--- config.mk ---
export PLATFORM = sky130hd
export DESIGN_NAME = wr_burst_scheduler_flat
export DESIGN_NICKNAME = d
export VERILOG_FILES = /design/src/rtl/wr_sched_pkg.sv /design/src/rtl/wr_burst_scheduler_if.sv /design/src/rtl/wr_burst_scheduler_rr_arbiter.sv /design/src/rtl/wr_burst_scheduler.sv /design/src/flat_wrapper.sv
export SDC_FILE = /design/constraint.sdc
export NUM_CORES = 1
export LEC_CHECK = 0
export ABC_AREA = 1
export CAP_MARGIN = 10
export CORE_AREA = 2 2 634 636
export CTS_BUF_LIST = sky130_fd_sc_hd__clkbuf_4 sky130_fd_sc_hd__clkbuf_8
export DETAILED_ROUTE_END_ITERATION = 12
export DIE_AREA = 0 0 636 638
export GPL_TIMING_DRIVEN = 1
export MAX_ROUTING_LAYER = met4
export PLACE_DENSITY_LB_ADDON = 0.2
export SYNTH_ARGS = -nofsm -noshare
export SYNTH_HDL_FRONTEND = slang
export SYNTH_SLANG_ARGS = --single-unit
export TNS_END_PERCENT = 100
--- constraint.sdc ---
create_clock -name clk -period 4.3 [get_ports clk]
set_clock_uncertainty 0.15 [all_clocks]
set_input_delay 0.43 -clock clk [delete_from_list [all_inputs] [get_ports clk]]
set_output_delay 0.43 -clock clk [all_outputs]
set_load 0.03 [all_outputs]
--- src/rtl/wr_sched_pkg.sv ---
// Shared types and constants for the DDR write-side burst scheduler.
// Holds the FSM encoding, fixed AXI burst attributes and channel indices.
package wr_sched_pkg;

  typedef enum logic [2:0] {
    S_IDLE  = 3'd0,
    S_AW    = 3'd1,
    S_PRIME = 3'd2,
    S_W     = 3'd3,
    S_B     = 3'd4
  } state_e;

  localparam logic [2:0] AXI_SIZE_32B   = 3'b101;
  localparam logic [1:0] AXI_BURST_INCR = 2'b01;

  localparam int CH_CAM1   = 0;
  localparam int CH_CAM2   = 1;
  localparam int CH_FUSION = 2;
  localparam int CH_HDMI   = 3;
  localparam int CH_FOCUS  = 4;

endpackage

--- src/rtl/wr_burst_scheduler_if.sv ---
// AXI write-channel bundle (AW, W, B) between the scheduler and the DDR controller.
interface wr_burst_scheduler_if #(
  parameter int ADDR_W = 28,
  parameter int DATA_W = 256
);

  logic [ADDR_W-1:0]   awaddr;
  logic [3:0]          awlen;
  logic [2:0]          awsize;
  logic [1:0]          awburst;
  logic [3:0]          awid;
  logic                awvalid;
  logic                awready;
  logic [DATA_W-1:0]   wdata;
  logic [DATA_W/8-1:0] wstrb;
  logic                wvalid;
  logic                wlast;
  logic                wready;
  logic                bvalid;
  logic                bready;

  modport master (
    output awaddr, awlen, awsize, awburst, awid, awvalid,
    output wdata, wstrb, wvalid, wlast, bready,
    input  awready, wready, bvalid
  );

  modport slave (
    input  awaddr, awlen, awsize, awburst, awid, awvalid,
    input  wdata, wstrb, wvalid, wlast, bready,
    output awready, wready, bvalid
  );

endinterface

--- src/rtl/wr_burst_scheduler_rr_arbiter.sv ---
// Combinational round-robin arbiter: first requester at or after ptr wins.
module rr_arbiter #(
  parameter int N     = 5,
  parameter int IDX_W = (N > 1) ? $clog2(N) : 1
) (
  input  logic [N-1:0]     req_i,
  input  logic [IDX_W-1:0] ptr_i,
  output logic [N-1:0]     gnt_oh_o,
  output logic [IDX_W-1:0] gnt_idx_o,
  output logic             valid_o
);

  logic             found_s;
  logic             take_s;
  logic [IDX_W-1:0] idx_s;

  // Rotating priority search without early exit so the loop stays a pure mux chain.
  always_comb begin
    gnt_oh_o  = '0;
    gnt_idx_o = '0;
    found_s   = 1'b0;
    take_s    = 1'b0;
    idx_s     = '0;
    for (int i = 0; i < N; i++) begin
      idx_s            = IDX_W'((int'(ptr_i) + i) % N);
      take_s           = req_i[idx_s] && !found_s;
      gnt_idx_o        = take_s ? idx_s : gnt_idx_o;
      gnt_oh_o[idx_s]  = take_s;
      found_s          = found_s | take_s;
    end
  end

  assign valid_o = |req_i;

endmodule

--- src/rtl/wr_burst_scheduler.sv ---
// Round-robin write scheduler: fixed-length AXI bursts from per-channel line buffers
// into double-buffered DDR frame banks, exporting each channel's last finished bank.
module wr_burst_scheduler
  import wr_sched_pkg::*;
#(
  parameter int N_CH        = 5,
  parameter int ADDR_W      = 28,
  parameter int DATA_W      = 256,
  parameter int BURST_LEN   = 16,
  parameter int BUF_ADDR_W  = 5,
  parameter int CH_SHIFT    = 24,
  parameter int FRAME_SHIFT = 23,
  parameter int BEAT_INC    = 8
) (
  input  logic                   clk,
  input  logic                   rst,
  input  logic                   init_done,
  input  logic [N_CH-1:0]        ch_req,
  input  logic [N_CH-1:0]        ch_frame_end,
  input  logic [N_CH*DATA_W-1:0] ch_data,
  output logic [N_CH-1:0]        ch_rd_en,
  output logic [BUF_ADDR_W-1:0]  ch_rd_addr,
  output logic [N_CH-1:0]        ch_done,
  output logic [N_CH-1:0]        rd_bank,
  wr_burst_scheduler_if.master   axi
);

  localparam int CH_W     = $clog2(N_CH);
  localparam int BEAT_W   = $clog2(BURST_LEN);
  localparam int OFF_STEP = BURST_LEN * BEAT_INC;

  state_e                 state_q;
  logic [CH_W-1:0]        ptr_q;
  logic [CH_W-1:0]        gnt_idx_q;
  logic [N_CH-1:0]        gnt_oh_q;
  logic [FRAME_SHIFT-1:0] burst_cnt_q [N_CH];
  logic [N_CH-1:0]        wr_bank_q;
  logic [N_CH-1:0]        rd_bank_q;
  logic [N_CH-1:0]        pending_q;
  logic [N_CH-1:0]        done_q;
  logic [N_CH-1:0]        prime_rd_q;
  logic [BEAT_W-1:0]      beat_q;
  logic [ADDR_W-1:0]      awaddr_q;
  logic [3:0]             awid_q;

  logic [N_CH-1:0]        arb_gnt_oh_s;
  logic [CH_W-1:0]        arb_idx_s;
  logic                   arb_valid_s;
  logic [FRAME_SHIFT-1:0] offset_d;
  logic [ADDR_W-1:0]      awaddr_d;
  logic                   w_hs_s;
  logic                   last_beat_s;
  logic [DATA_W-1:0]      ch_slice_s [N_CH];

  rr_arbiter #(.N(N_CH), .IDX_W(CH_W)) u_arb (
    .req_i     (ch_req),
    .ptr_i     (ptr_q),
    .gnt_oh_o  (arb_gnt_oh_s),
    .gnt_idx_o (arb_idx_s),
    .valid_o   (arb_valid_s)
  );

  for (genvar g = 0; g < N_CH; g++) begin : g_slice
    assign ch_slice_s[g] = ch_data[g*DATA_W +: DATA_W];
  end

  // Burst offset is truncated to the bank size so the counter wraps inside its bank.
  always_comb begin
    offset_d = FRAME_SHIFT'(burst_cnt_q[arb_idx_s] * OFF_STEP);
    awaddr_d = (ADDR_W'(arb_idx_s) << CH_SHIFT)
             + (ADDR_W'(wr_bank_q[arb_idx_s]) << FRAME_SHIFT)
             + ADDR_W'(offset_d);
  end

  assign w_hs_s      = (state_q == S_W) && axi.wready;
  assign last_beat_s = (beat_q == BEAT_W'(BURST_LEN - 1));

  assign axi.awvalid = (state_q == S_AW);
  assign axi.awaddr  = awaddr_q;
  assign axi.awid    = awid_q;
  assign axi.awlen   = 4'(BURST_LEN - 1);
  assign axi.awsize  = AXI_SIZE_32B;
  assign axi.awburst = AXI_BURST_INCR;
  assign axi.wvalid  = (state_q == S_W);
  assign axi.wlast   = (state_q == S_W) && last_beat_s;
  assign axi.wdata   = (state_q == S_W) ? ch_slice_s[gnt_idx_q] : '0;
  assign axi.wstrb   = '1;
  assign axi.bready  = (state_q == S_B);

  // Read strobe follows the W handshake combinationally so a new beat is fetched every accepted cycle.
  assign ch_rd_en   = prime_rd_q | ((w_hs_s && !last_beat_s) ? gnt_oh_q : '0);
  assign ch_rd_addr = (state_q == S_W) ? (BUF_ADDR_W'(beat_q) + BUF_ADDR_W'(1)) : '0;
  assign ch_done    = done_q;
  assign rd_bank    = rd_bank_q;

  // Scheduler FSM with bank bookkeeping and registered control outputs.
  always_ff @(posedge clk or negedge rst) begin
    if (!rst) begin
      state_q    <= S_IDLE;
      ptr_q      <= '0;
      gnt_idx_q  <= '0;
      gnt_oh_q   <= '0;
      wr_bank_q  <= '0;
      rd_bank_q  <= '0;
      pending_q  <= '0;
      done_q     <= '0;
      prime_rd_q <= '0;
      beat_q     <= '0;
      awaddr_q   <= '0;
      awid_q     <= '0;
      for (int i = 0; i < N_CH; i++) begin
        burst_cnt_q[i] <= '0;
      end
    end else begin
      done_q     <= '0;
      prime_rd_q <= '0;
      pending_q  <= ((state_q == S_IDLE) ? '0 : pending_q) | ch_frame_end;
      case (state_q)
        S_IDLE: begin
          if (|pending_q) begin
            for (int i = 0; i < N_CH; i++) begin
              if (pending_q[i]) begin
                burst_cnt_q[i] <= '0;
                rd_bank_q[i]   <= wr_bank_q[i];
                wr_bank_q[i]   <= ~wr_bank_q[i];
              end
            end
          end else if (init_done && arb_valid_s) begin
            gnt_oh_q  <= arb_gnt_oh_s;
            gnt_idx_q <= arb_idx_s;
            awaddr_q  <= awaddr_d;
            awid_q    <= 4'(arb_idx_s);
            state_q   <= S_AW;
          end
        end
        S_AW: begin
          if (axi.awready) begin
            prime_rd_q <= gnt_oh_q;
            beat_q     <= '0;
            state_q    <= S_PRIME;
          end
        end
        S_PRIME: state_q <= S_W;
        S_W: begin
          if (axi.wready) begin
            if (last_beat_s) begin
              state_q <= S_B;
            end else begin
              beat_q <= beat_q + BEAT_W'(1);
            end
          end
        end
        S_B: begin
          if (axi.bvalid) begin
            done_q                 <= gnt_oh_q;
            burst_cnt_q[gnt_idx_q] <= burst_cnt_q[gnt_idx_q] + FRAME_SHIFT'(1);
            ptr_q                  <= (gnt_idx_q == CH_W'(N_CH - 1)) ? '0 : gnt_idx_q + CH_W'(1);
            state_q                <= S_IDLE;
          end
        end
        default: state_q <= S_IDLE;
      endcase
    end
  end

endmodule

--- src/flat_wrapper.sv ---
// flat-port wrapper written by rule: the top's interface ports become plain ports
module wr_burst_scheduler_flat import wr_sched_pkg::*;
#(
  parameter int N_CH        = 5,
  parameter int ADDR_W      = 28,
  parameter int DATA_W      = 256,
  parameter int BURST_LEN   = 16,
  parameter int BUF_ADDR_W  = 5,
  parameter int CH_SHIFT    = 24,
  parameter int FRAME_SHIFT = 23,
  parameter int BEAT_INC    = 8
)
  (clk, rst, init_done, ch_req, ch_frame_end, ch_data, ch_rd_en, ch_rd_addr, ch_done, rd_bank, axi_awaddr, axi_awlen, axi_awsize, axi_awburst, axi_awid, axi_awvalid, axi_wdata, axi_wstrb, axi_wvalid, axi_wlast, axi_bready, axi_awready, axi_wready, axi_bvalid);
  wr_burst_scheduler_if #(.ADDR_W(ADDR_W), .DATA_W(DATA_W)) axi_i ();
  input  logic clk;
  input  logic rst;
  input  logic init_done;
  input  logic [N_CH-1:0] ch_req;
  input  logic [N_CH-1:0] ch_frame_end;
  input  logic [N_CH*DATA_W-1:0] ch_data;
  output logic [N_CH-1:0] ch_rd_en;
  output logic [BUF_ADDR_W-1:0] ch_rd_addr;
  output logic [N_CH-1:0] ch_done;
  output logic [N_CH-1:0] rd_bank;
  output wire logic [$bits(axi_i.awaddr)-1:0] axi_awaddr;
  output wire logic [$bits(axi_i.awlen)-1:0] axi_awlen;
  output wire logic [$bits(axi_i.awsize)-1:0] axi_awsize;
  output wire logic [$bits(axi_i.awburst)-1:0] axi_awburst;
  output wire logic [$bits(axi_i.awid)-1:0] axi_awid;
  output wire logic [$bits(axi_i.awvalid)-1:0] axi_awvalid;
  output wire logic [$bits(axi_i.wdata)-1:0] axi_wdata;
  output wire logic [$bits(axi_i.wstrb)-1:0] axi_wstrb;
  output wire logic [$bits(axi_i.wvalid)-1:0] axi_wvalid;
  output wire logic [$bits(axi_i.wlast)-1:0] axi_wlast;
  output wire logic [$bits(axi_i.bready)-1:0] axi_bready;
  input wire logic [$bits(axi_i.awready)-1:0] axi_awready;
  input wire logic [$bits(axi_i.wready)-1:0] axi_wready;
  input wire logic [$bits(axi_i.bvalid)-1:0] axi_bvalid;
  assign axi_awaddr = axi_i.awaddr;
  assign axi_awlen = axi_i.awlen;
  assign axi_awsize = axi_i.awsize;
  assign axi_awburst = axi_i.awburst;
  assign axi_awid = axi_i.awid;
  assign axi_awvalid = axi_i.awvalid;
  assign axi_wdata = axi_i.wdata;
  assign axi_wstrb = axi_i.wstrb;
  assign axi_wvalid = axi_i.wvalid;
  assign axi_wlast = axi_i.wlast;
  assign axi_bready = axi_i.bready;
  assign axi_i.awready = axi_awready;
  assign axi_i.wready = axi_wready;
  assign axi_i.bvalid = axi_bvalid;
  wr_burst_scheduler #(.N_CH(N_CH), .ADDR_W(ADDR_W), .DATA_W(DATA_W), .BURST_LEN(BURST_LEN), .BUF_ADDR_W(BUF_ADDR_W), .CH_SHIFT(CH_SHIFT), .FRAME_SHIFT(FRAME_SHIFT), .BEAT_INC(BEAT_INC)) u_core (.clk(clk), .rst(rst), .init_done(init_done), .ch_req(ch_req), .ch_frame_end(ch_frame_end), .ch_data(ch_data), .ch_rd_en(ch_rd_en), .ch_rd_addr(ch_rd_addr), .ch_done(ch_done), .rd_bank(rd_bank), .axi(axi_i));
endmodule
==> results.md, run 1 <==
- The flow ran to the end, and the final reports show no timing, DRC or antenna violations.
- The full die area is roughly 410000 µm².
- The fraction of the yosys area taken by sequential cells is a little over a fifth.
- For this run, the top clock speed supported by timing is 239 MHz.
- After synthesis the cells add up to about 17000 µm².
- For this run, design rule violations remaining after detail routing come to 0.
- The min-delay analysis places its worst path in the category register to register.
- Global routing finished with a remaining overflow of 0.
- The fraction of registers with async set or reset after synthesis is between 90% and 100%.
- The cell depth of the worst min-delay path is 2.
- Yosys attributes the largest share of cell area to sky130_fd_sc_hd__nand2_1 (22%), sky130_fd_sc_hd__dfrtp_1 (21%), sky130_fd_sc_hd__a41oi_1 (13%).
- The standby leakage power is 13.8 nW.
- The layer flagged by global routing as most heavily used is met2.
- Buffers placed on the I/O ports in this run total 1598.
- The count of distinct cell types in the synthesized netlist is between 50 and 60.
- After layout, the minimum clock period comes to ~4.2 ns.
- The total number of yosys warnings is 0.
- The commonest cells after synthesis are sky130_fd_sc_hd__nand2_1 (977), sky130_fd_sc_hd__a22oi_1 (257), sky130_fd_sc_hd__a41oi_1 (256).
- The synthesized design contains 140 register bits.
- The number of max-cap violations is 0.
- The critical path goes through inv_1 -> nand3_1 -> bufinv_16 -> buf_12 -> buf_4 -> nand2_1 -> a41oi_1 -> clkdlybuf4s50_1.
- The overall routed net length is 356 mm.
- The TritonCTS buffer count is 17.
- The critical setup path kind is register to output pin.
- The first global-routing pass estimated around 420 mm of wire.
- The clock net in this run drives a total of 140 sinks.
- The width of the chip is around 640 µm.
- In this run, synthesis inferred 0 flip-flops with an integrated enable.
- The tree is rooted in a sky130_fd_sc_hd__clkbuf_8.
- The routed layout has 29400 vias.
- For this run, global-route usage on met1 was measured as between 10% and 20%.
- In this run the core area contains between 200 and 250 standard-cell rows.
- The detailed-router iteration count before antenna repair is 5.
- The fraction of the cycle the final worst path needs is between 90% and 100%.
- The cell with the most instances after synthesis is sky130_fd_sc_hd__nand2_1.
- Before CTS, the worst setup slack after placement is -0.185 ns.
- The headroom to the max-slew limit is about a third.
- The critical path data arrival time is roughly 3.6 ns.
- The post-synthesis cell count is approximately 2600.
- The number of inserted filler cells in the final layout is about 46000.
- The worst setup path is launched from a register.
- The number of design-rule violations left by the first detailed-router iteration is between 2000 and 2500.
- In this run the worst path has a maximum fanout of 44.
- Summing all non-filler instances in the final layout gives an area of around 43000 µm².
- IR analysis of the VDD net gives a maximum drop of approximately 1.2 mV.
- The final setup violation count is 0.
- In this run the vertical extent of the chip is between 600 and 700 µm.
- The most instantiated flip-flop cell in the synthesis netlist is sky130_fd_sc_hd__dfrtp_1.
- The number of cells on the worst reg-to-reg path is 33.
- The number of buffer and inverter instances along the worst setup path is 5.
- For this run, the post-layout net count is 5623.
- The required time of the critical path is between 3 and 4 ns.
- Hold is met by approximately 0.35 ns.
- In the global route stage, met3 resource usage came out at between 6 and 7%.
- The synthesis-to-layout area growth is 154%.
- Dividing the detail-routed via count by the number of cells gives between 2 and 3.
- Setup repair after global routing could not meet its margin everywhere.
- The count of final max-slew check failures is 0.
- Clock latency on the worst-skew pair, taken at its later pin, is between 0.5 and 0.6 ns.
- The critical path crosses 8 cells after its start point.
- The I/O pin count is about 1600.
- The average instance in the mapped netlist occupies around 6.4 µm².
- The kind of cell with the highest combined delay along the critical path is buffers and inverters.
- Once layout is complete, the utilization of the core stands at around 11%.
- Global routing used around 30% of the available met2 tracks.
- Routability-driven placement finished with a final weighted congestion of around 1.0.
- The deepest level of the CTS H-tree is 4.
- After detailed routing, the average wire length per cell comes to between 30 and 40 µm.
- On the worst path, the slowest cell contributes a delay of around 0.77 ns.
- The number of antenna violations at the first check in global routing is 365.
- The dominant cell type by area after synthesis is sky130_fd_sc_hd__nand2_1.
- The capturing element type of the critical path is an output pin.
- The pin count of the biggest net entering global routing is around 80.
- The post-layout total power is 23.1 mW.
- For this configuration, the core starts out at a cell density of under 10%.
- Across all setup checks in the final design, the least slack found is around 0.11 ns.
- In the final layout, the share of cells above drive strength 1 is around 13%.
- The floorplan step defined a core boundary enclosing roughly 400000 µm².
- The final number of hold-violating endpoints is 0.
- After legalization and detailed placement, the total HPWL measured about 320 mm.
- Global routing consumed, over all layers together, roughly 17% of the routing resources.
- The slowest stage cell on the critical path is sky130_fd_sc_hd__clkdlybuf4s50_1.
- The area share of the largest cell type after synthesis is around 22%.
- The number of antenna-violating nets in the routed design is 0.
- The area after detailed placement is slightly above 40000 µm².
- The clock transition at the registers of the reported paths is around 0.09 ns.
- The number of global-route vias before repair is 30000.
- TritonCTS built the clock tree.
- The transition time at the pin with the least slew margin is 0.988 ns.
- The total power divided by cell area is between 500 and 600 nW/µm².
- The clock passes through at most 2 buffers.
## report_power, final
group          internal (mW)  total, mW  switching, mW  leakage [nW]
sequential              1.45       1.57          0.117          1.83
clock                  0.528       1.19          0.658         0.204
combinational           7.83       20.3           12.5          11.8
## repair_timing
| action | 4_1_cts | 5_1_grt |
|---|---|---|
| setup buffers | 5 | 14 |
| gates cloned | 5 | 2 |
| endpoints found under the setup margin | 233 | 45 |
| resized for setup | 126 | 58 |
| hold endpoints to repair | 59 | 0 |
| pin swaps | 1 | 40 |
| hold buffers | 1 | 0 |
## final cells by class
class                   count  area, µm²  share of cell area, %
flip-flops and latches    140       3510                   8.22
repair inverters            3       26.3                 0.0615
well taps                5265       6590                   15.4
clock buffers              17        234                  0.548
inverters                 182        782                   1.83
multi-input cells        2097      12000                   28.1
repair buffers           1859      18800                   44.1
diodes                    224        561                   1.31
clock inverters            15        164                  0.384
## sequential cells by signal, indices dropped and copies added, names as in the netlist, 4 cells and up
| signal | count |
|---|---|
| u_core.axi.awaddr | 20 |
| u_core.beat_q | 4 |
| u_core.burst_cnt_q | 80 |
| u_core.ch_done | 5 |
| u_core.gnt_oh_q | 5 |
| u_core.pending_q | 5 |
| u_core.prime_rd_q | 5 |
| u_core.rd_bank | 5 |
| u_core.wr_bank_q | 5 |
## cells in the final DEF, fill, tap and decap left out, types with 21 or more instances in the layout
| cell | count |
|---|---|
| sky130_fd_sc_hd__a21oi_1 | 38 |
| sky130_fd_sc_hd__a22oi_1 | 246 |
| sky130_fd_sc_hd__a41oi_1 | 244 |
| sky130_fd_sc_hd__buf_12 | 84 |
| sky130_fd_sc_hd__buf_4 | 252 |
| sky130_fd_sc_hd__clkdlybuf4s50_1 | 1426 |
| sky130_fd_sc_hd__conb_1 | 50 |
| sky130_fd_sc_hd__dfrtp_1 | 135 |
| sky130_fd_sc_hd__diode_2 | 224 |
| sky130_fd_sc_hd__dlygate4sd2_1 | 76 |
| sky130_fd_sc_hd__ha_1 | 21 |
| sky130_fd_sc_hd__inv_1 | 155 |
| sky130_fd_sc_hd__nand2_1 | 965 |
| sky130_fd_sc_hd__nand2_2 | 31 |
| sky130_fd_sc_hd__nand3_1 | 92 |
| sky130_fd_sc_hd__nor2_1 | 75 |
| sky130_fd_sc_hd__o21ai_0 | 36 |
| sky130_fd_sc_hd__o22ai_1 | 101 |
## worst paths after layout
check	startpoint	endpoint	slack, ns
hold reg to reg	u_core.rd_bank[0]	u_core.rd_bank[0]	0.35
hold / removal	u_core.rd_bank[0]	u_core.rd_bank[0]	0.35
min in group asynchronous	rst	u_core.burst_cnt_q[35]	0.41
max in group asynchronous	rst	u_core.ptr_q[0]	2.60
setup / recovery	u_core.axi.awaddr[25]	axi_wdata[121]	0.11
setup reg to reg	u_core.ptr_q[0]	u_core.axi.awaddr[17]	0.12
## layer usage
layer | share of wire (%) | wire (µm) | vias up
met4 | 3.0 | 10600 | 0
met3 | 9.9 | 35100 | 413
li1 | - | - | 13000
met2 | 49 | 175000 | 1594
met1 | 38 | 136000 | 14400
met5 | 0 | 0 | -
## per-stage QoR
| step | setup TNS (ns) | cells |
|---|---|---|
| floorplan | 0 | 2675 |
| global placement | -1.75 | 9519 |
| detailed placement | -2.65 | 9519 |
| CTS | 0 | 9562 |
| global route | -0.654 | 9788 |
| finish | 0 | 9802 |
## logic make-up after synthesis
logic type	synth area share [%]
DFF	20.8
adders and majority gates	2.05
xor gates and xnor gates	0.774
buffers and inverters	11.2
AOI/OAI and AO/OA	33.8
other	0.0447
muxes	0.268
and+or+nand+nor	30.9
## worst reg2reg max path: cells and delay by family, from the launching register on
family          cells  cell delay, ns
flops               1            0.40
fa+ha+maj           3            0.53
xor+xnor            1            0.19
compound gates      2            0.38
simple gates       20            1.78
buf+inv             7            0.69
(Power assumes the default switching activity.)
==> run 2, diff against run 1 <==
--- a/config.mk
+++ b/config.mk
@@ -7,10 +7,10 @@
 export LEC_CHECK = 0
 export ABC_AREA = 1
 export CAP_MARGIN = 10
-export CORE_AREA = 2 2 634 636
+export CORE_AREA = 2 2 648 650
 export CTS_BUF_LIST = sky130_fd_sc_hd__clkbuf_4 sky130_fd_sc_hd__clkbuf_8
 export DETAILED_ROUTE_END_ITERATION = 12
-export DIE_AREA = 0 0 636 638
+export DIE_AREA = 0 0 650 652
 export GPL_TIMING_DRIVEN = 1
 export MAX_ROUTING_LAYER = met4
 export PLACE_DENSITY_LB_ADDON = 0.2
==> constraint.sdc (replaced) <==
create_clock -name clk -period 5 [get_ports clk]
set_clock_uncertainty 0.15 [all_clocks]
set_input_delay 0.5 -clock clk [delete_from_list [all_inputs] [get_ports clk]]
set_output_delay 0.5 -clock clk [all_outputs]
set_load 0.03 [all_outputs]
==> run 2 against run 1 <==
Clock power decreased by 5%. Count of clock-buffer cells in the layout grew 1. Die area increased by 4.4%. Worst setup slack improved by 0.045 ns.
==> results.md, run 2 (synthesis results as in run 1) <==
- Outcome: completed (unchanged).
- The final number of hold-violating endpoints is 0 (unchanged).
- The post-layout net count is 5547 (was 5623).
- The library cell used as clock root buffer is sky130_fd_sc_hd__clkbuf_8 (unchanged).
- The critical setup path kind is register to output pin (unchanged).
- The biggest cell delay along the critical path was 0.79 ns (was 0.77 ns).
- The overall routed net length is 361 mm (was 356 mm).
- The average vias per placed instance came to 2.94 (was 3.00).
- The clock transition at the registers of the reported paths was 0.08 ns (was 0.09 ns).
- The standby leakage power was 12.7 nW (was 13.8 nW).
- The post-detailed-route wirelength per cell came to 36.4 µm (was 36.3 µm).
- The y dimension of the die is 652 µm (was 638 µm).
- The starting density of the core came to 4.04% (was 4.22%).
- The critical path data arrival time is 4.19 ns (was 3.61 ns).
- The number of design-rule violations left by the first detailed-router iteration is 2340 (was 2211).
- The fraction of the cycle the final worst path needs is 96.9%.
- The total power divided by cell area was 436 nW/µm² (was 540 nW/µm²).
- The top fanout value on the critical path is 71 (was 44).
- The clock tree from TritonCTS is done (unchanged).
- The area after detailed placement is 40400 µm² (was 41100 µm²).
- The slowest stage cell on the critical path is sky130_fd_sc_hd__nor3_1 (was sky130_fd_sc_hd__clkdlybuf4s50_1).
- The leading cell type in the layout, fill and taps excluded is sky130_fd_sc_hd__clkdlybuf4s50_1 (unchanged).
- The number of global-route vias before repair is 29900 (was 30000).
- Most used cells in the layout excluding fill and tap cells: sky130_fd_sc_hd__clkdlybuf4s50_1 (1546), sky130_fd_sc_hd__nand2_1 (977), sky130_fd_sc_hd__a41oi_1 (256), sky130_fd_sc_hd__a22oi_1 (254), sky130_fd_sc_hd__buf_4 (200) (was sky130_fd_sc_hd__clkdlybuf4s50_1 (1426), sky130_fd_sc_hd__nand2_1 (965), sky130_fd_sc_hd__buf_4 (252), sky130_fd_sc_hd__a22oi_1 (246), sky130_fd_sc_hd__a41oi_1 (244)).
- The number of core rows is 237 (was 232).
- The width of the chip is 650 µm (was 636 µm).
- The clock latency at the later pin of the worst-skew pair is 0.51 ns (about the same).
- The synthesis-to-layout area growth is 147% (was 154%).
- The total congestion overflow came to 0 (unchanged).
- The detailed-router iteration count before antenna repair is 5 (unchanged).
- The post-route standard cell area excluding fillers is 41500 µm² (was 42700 µm²).
- The TritonCTS buffer count is 17 (unchanged).
- The required time of the critical path is 4.35 ns (was 3.72 ns).
- The worst flop-to-flop path startpoint is u_core.ptr_q[2] (was u_core.ptr_q[0]).
- The number of antenna violations at the first check in global routing is 346 (was 365).
- The global-route wire length before repair is 428 mm (was 423 mm).
- The via count of the routed design is 29200 (was 29400).
- The endpoint of the most critical register-to-register path is u_core.axi.awaddr[18] (was u_core.axi.awaddr[17]).
- The I/O pin count is 1649 (unchanged).
- The capturing element type of the critical path is an output pin (unchanged).
- The number of antenna-violating nets in the routed design is 0 (unchanged).
- RSZ-0062 raised after global routing: no (was yes).
- The headroom to the max-slew limit is 21.1% (was 33.6%).
- The number of inserted filler cells in the final layout is 48600 (was 46400).
- The element type at the critical path start is a register (unchanged).
- The number of flip-flops under the largest register name is 80 (unchanged).
- The accumulated negative setup slack was 0 ns (unchanged).
- The final setup violation count is 0 (unchanged).
- The share of cells above drive strength 1 is 8.97% (was 12.9%).
- The register containing the most flip-flops in the final layout is u_core.burst_cnt_q (unchanged).
- The count of clock tree sinks is 140 (unchanged).
- The core area was 416000 µm² (was 399000 µm²).
- The full die area was 424000 µm² (was 406000 µm²).
- The depth of the most critical reg-to-reg path is 28 (was 33).
- The worst hold slack after final layout is 0.356 ns (was 0.345 ns).
- The count of final max-slew check failures is 0 (unchanged).
- The worst vdd rail ir drop is 1.10 mV (was 1.16 mV).
- Series of cell instances along the critical path: nor3_1 -> inv_8 -> buf_12 -> a41oi_1 -> buf_4 -> clkdlybuf4s50_1 (was inv_1 -> nand3_1 -> bufinv_16 -> buf_12 -> buf_4 -> nand2_1 -> a41oi_1 -> clkdlybuf4s50_1).
- The count of buffers from port buffering is 1598 (unchanged).
- The post-detailed-placement half-perimeter wirelength is 327 mm (was 321 mm).
- The non-filler instance count after layout is 9924 (was 9802).
- The register-to-register setup slack is 0.49 ns (was 0.12 ns).
- The worst-case clock buffer depth is 2 (unchanged).
- For the finished layout, the period the worst path requires is just under 5 ns.
- The deepest level of the CTS H-tree is 4 (unchanged).
- The startpoint of the tightest hold check path is u_core.rd_bank[0] (unchanged).
- The transition time at the pin with the least slew margin is 1.18 ns (was 0.988 ns).
- The number of max-cap violations is 0 (unchanged).
- The instance count after placement with tap cells included is 9694 (was 9519).
- The weighted congestion at the end of routability-driven global placement was 1.00 (was 0.997).
- The worst hold-check path type is register to register (unchanged).
- For this run, the top clock speed supported by timing is 206 MHz.
- The cell depth of the worst min-delay path is 2 (unchanged).
- The count of unresolved DRC violations after routing was 0 (unchanged).
- The pin count of the biggest net entering global routing was 95 (was 82).
- The worst hold path endpoint is u_core.rd_bank[0] (unchanged).
- The total global-route track usage is 16.8% (was 17.3%).
==> run 2: stage by stage <==
stage	utilization, %	total power [mW]	setup WS (ns)
3_3_place_gp	9.71	16.5	0.227
3_5_place_dp	9.71	16.4	0.209
2_1_floorplan	-	9.80	0.295
6_report	9.96	18.1	0.157
5_1_grt	9.95	19.4	0.0234
4_1_cts	9.82	17.6	0.0150
==> run 2: how the worst max path moves through the flow <==
stage,start,to,slack [ns],cells after the start
2_1_floorplan,u_core.ptr_q[0],u_core.axi.awaddr[15],0.30,30
3_3_place_gp,u_core.ptr_q[0],u_core.axi.awaddr[21],0.23,30
3_5_place_dp,u_core.ptr_q[2],u_core.axi.awaddr[18],0.21,27
4_1_cts,u_core.state_q[2],axi_wdata[173],0.02,5
5_1_grt,u_core.state_q[1],axi_wdata[173],0.02,6
6_report,u_core.state_q[2],axi_wdata[126],0.16,6
==> run 2: power breakdown <==
group | internal, mW | switching (mW)
sequential | 1.25 | 0.0924
clock | 0.602 | 0.525
combinational | 5.41 | 10.2
==> run 2: worst max-delay path, delay by kind of cell, from the launching register on <==
kind | cells | cell delay (ns)
flops | 1 | 0.42
simple gates | 1 | 0.79
buf+inv | 4 | 1.75
compound gates | 1 | 0.44
==> run 2: final cells by class <==
class | count | area, µm² | share of cell area [%]
antenna | 191 | 478 | 1.15
clock buffer | 18 | 241 | 0.583
clock inverter | 13 | 214 | 0.516
inverter | 182 | 742 | 1.79
multi-input combinational | 2097 | 11600 | 28.1
sequential | 140 | 3500 | 8.45
tap | 5497 | 6880 | 16.6
timing repair buffer | 1785 | 17700 | 42.8
timing repair inverter | 1 | 8.76 | 0.0211
==> run 2: routing by layer <==
metal	wire length (µm)	GRT usage, %	vias to the layer above
li1	-	-	12800
met1	138000	18.2	14300
met4	12400	3.79	0
met3	32700	6.14	474
met5	0	-	-
met2	178000	29.1	1652
==> run 2: what timing repair did <==
item                                   CTS  global route
endpoints found under the hold margin   72             0
setup buffers                            0             5
gates resized for setup                  2             5
cloned                                   0             2
hold buffers                             1             0
pin swaps                                0             2
setup endpoints to repair                8            20
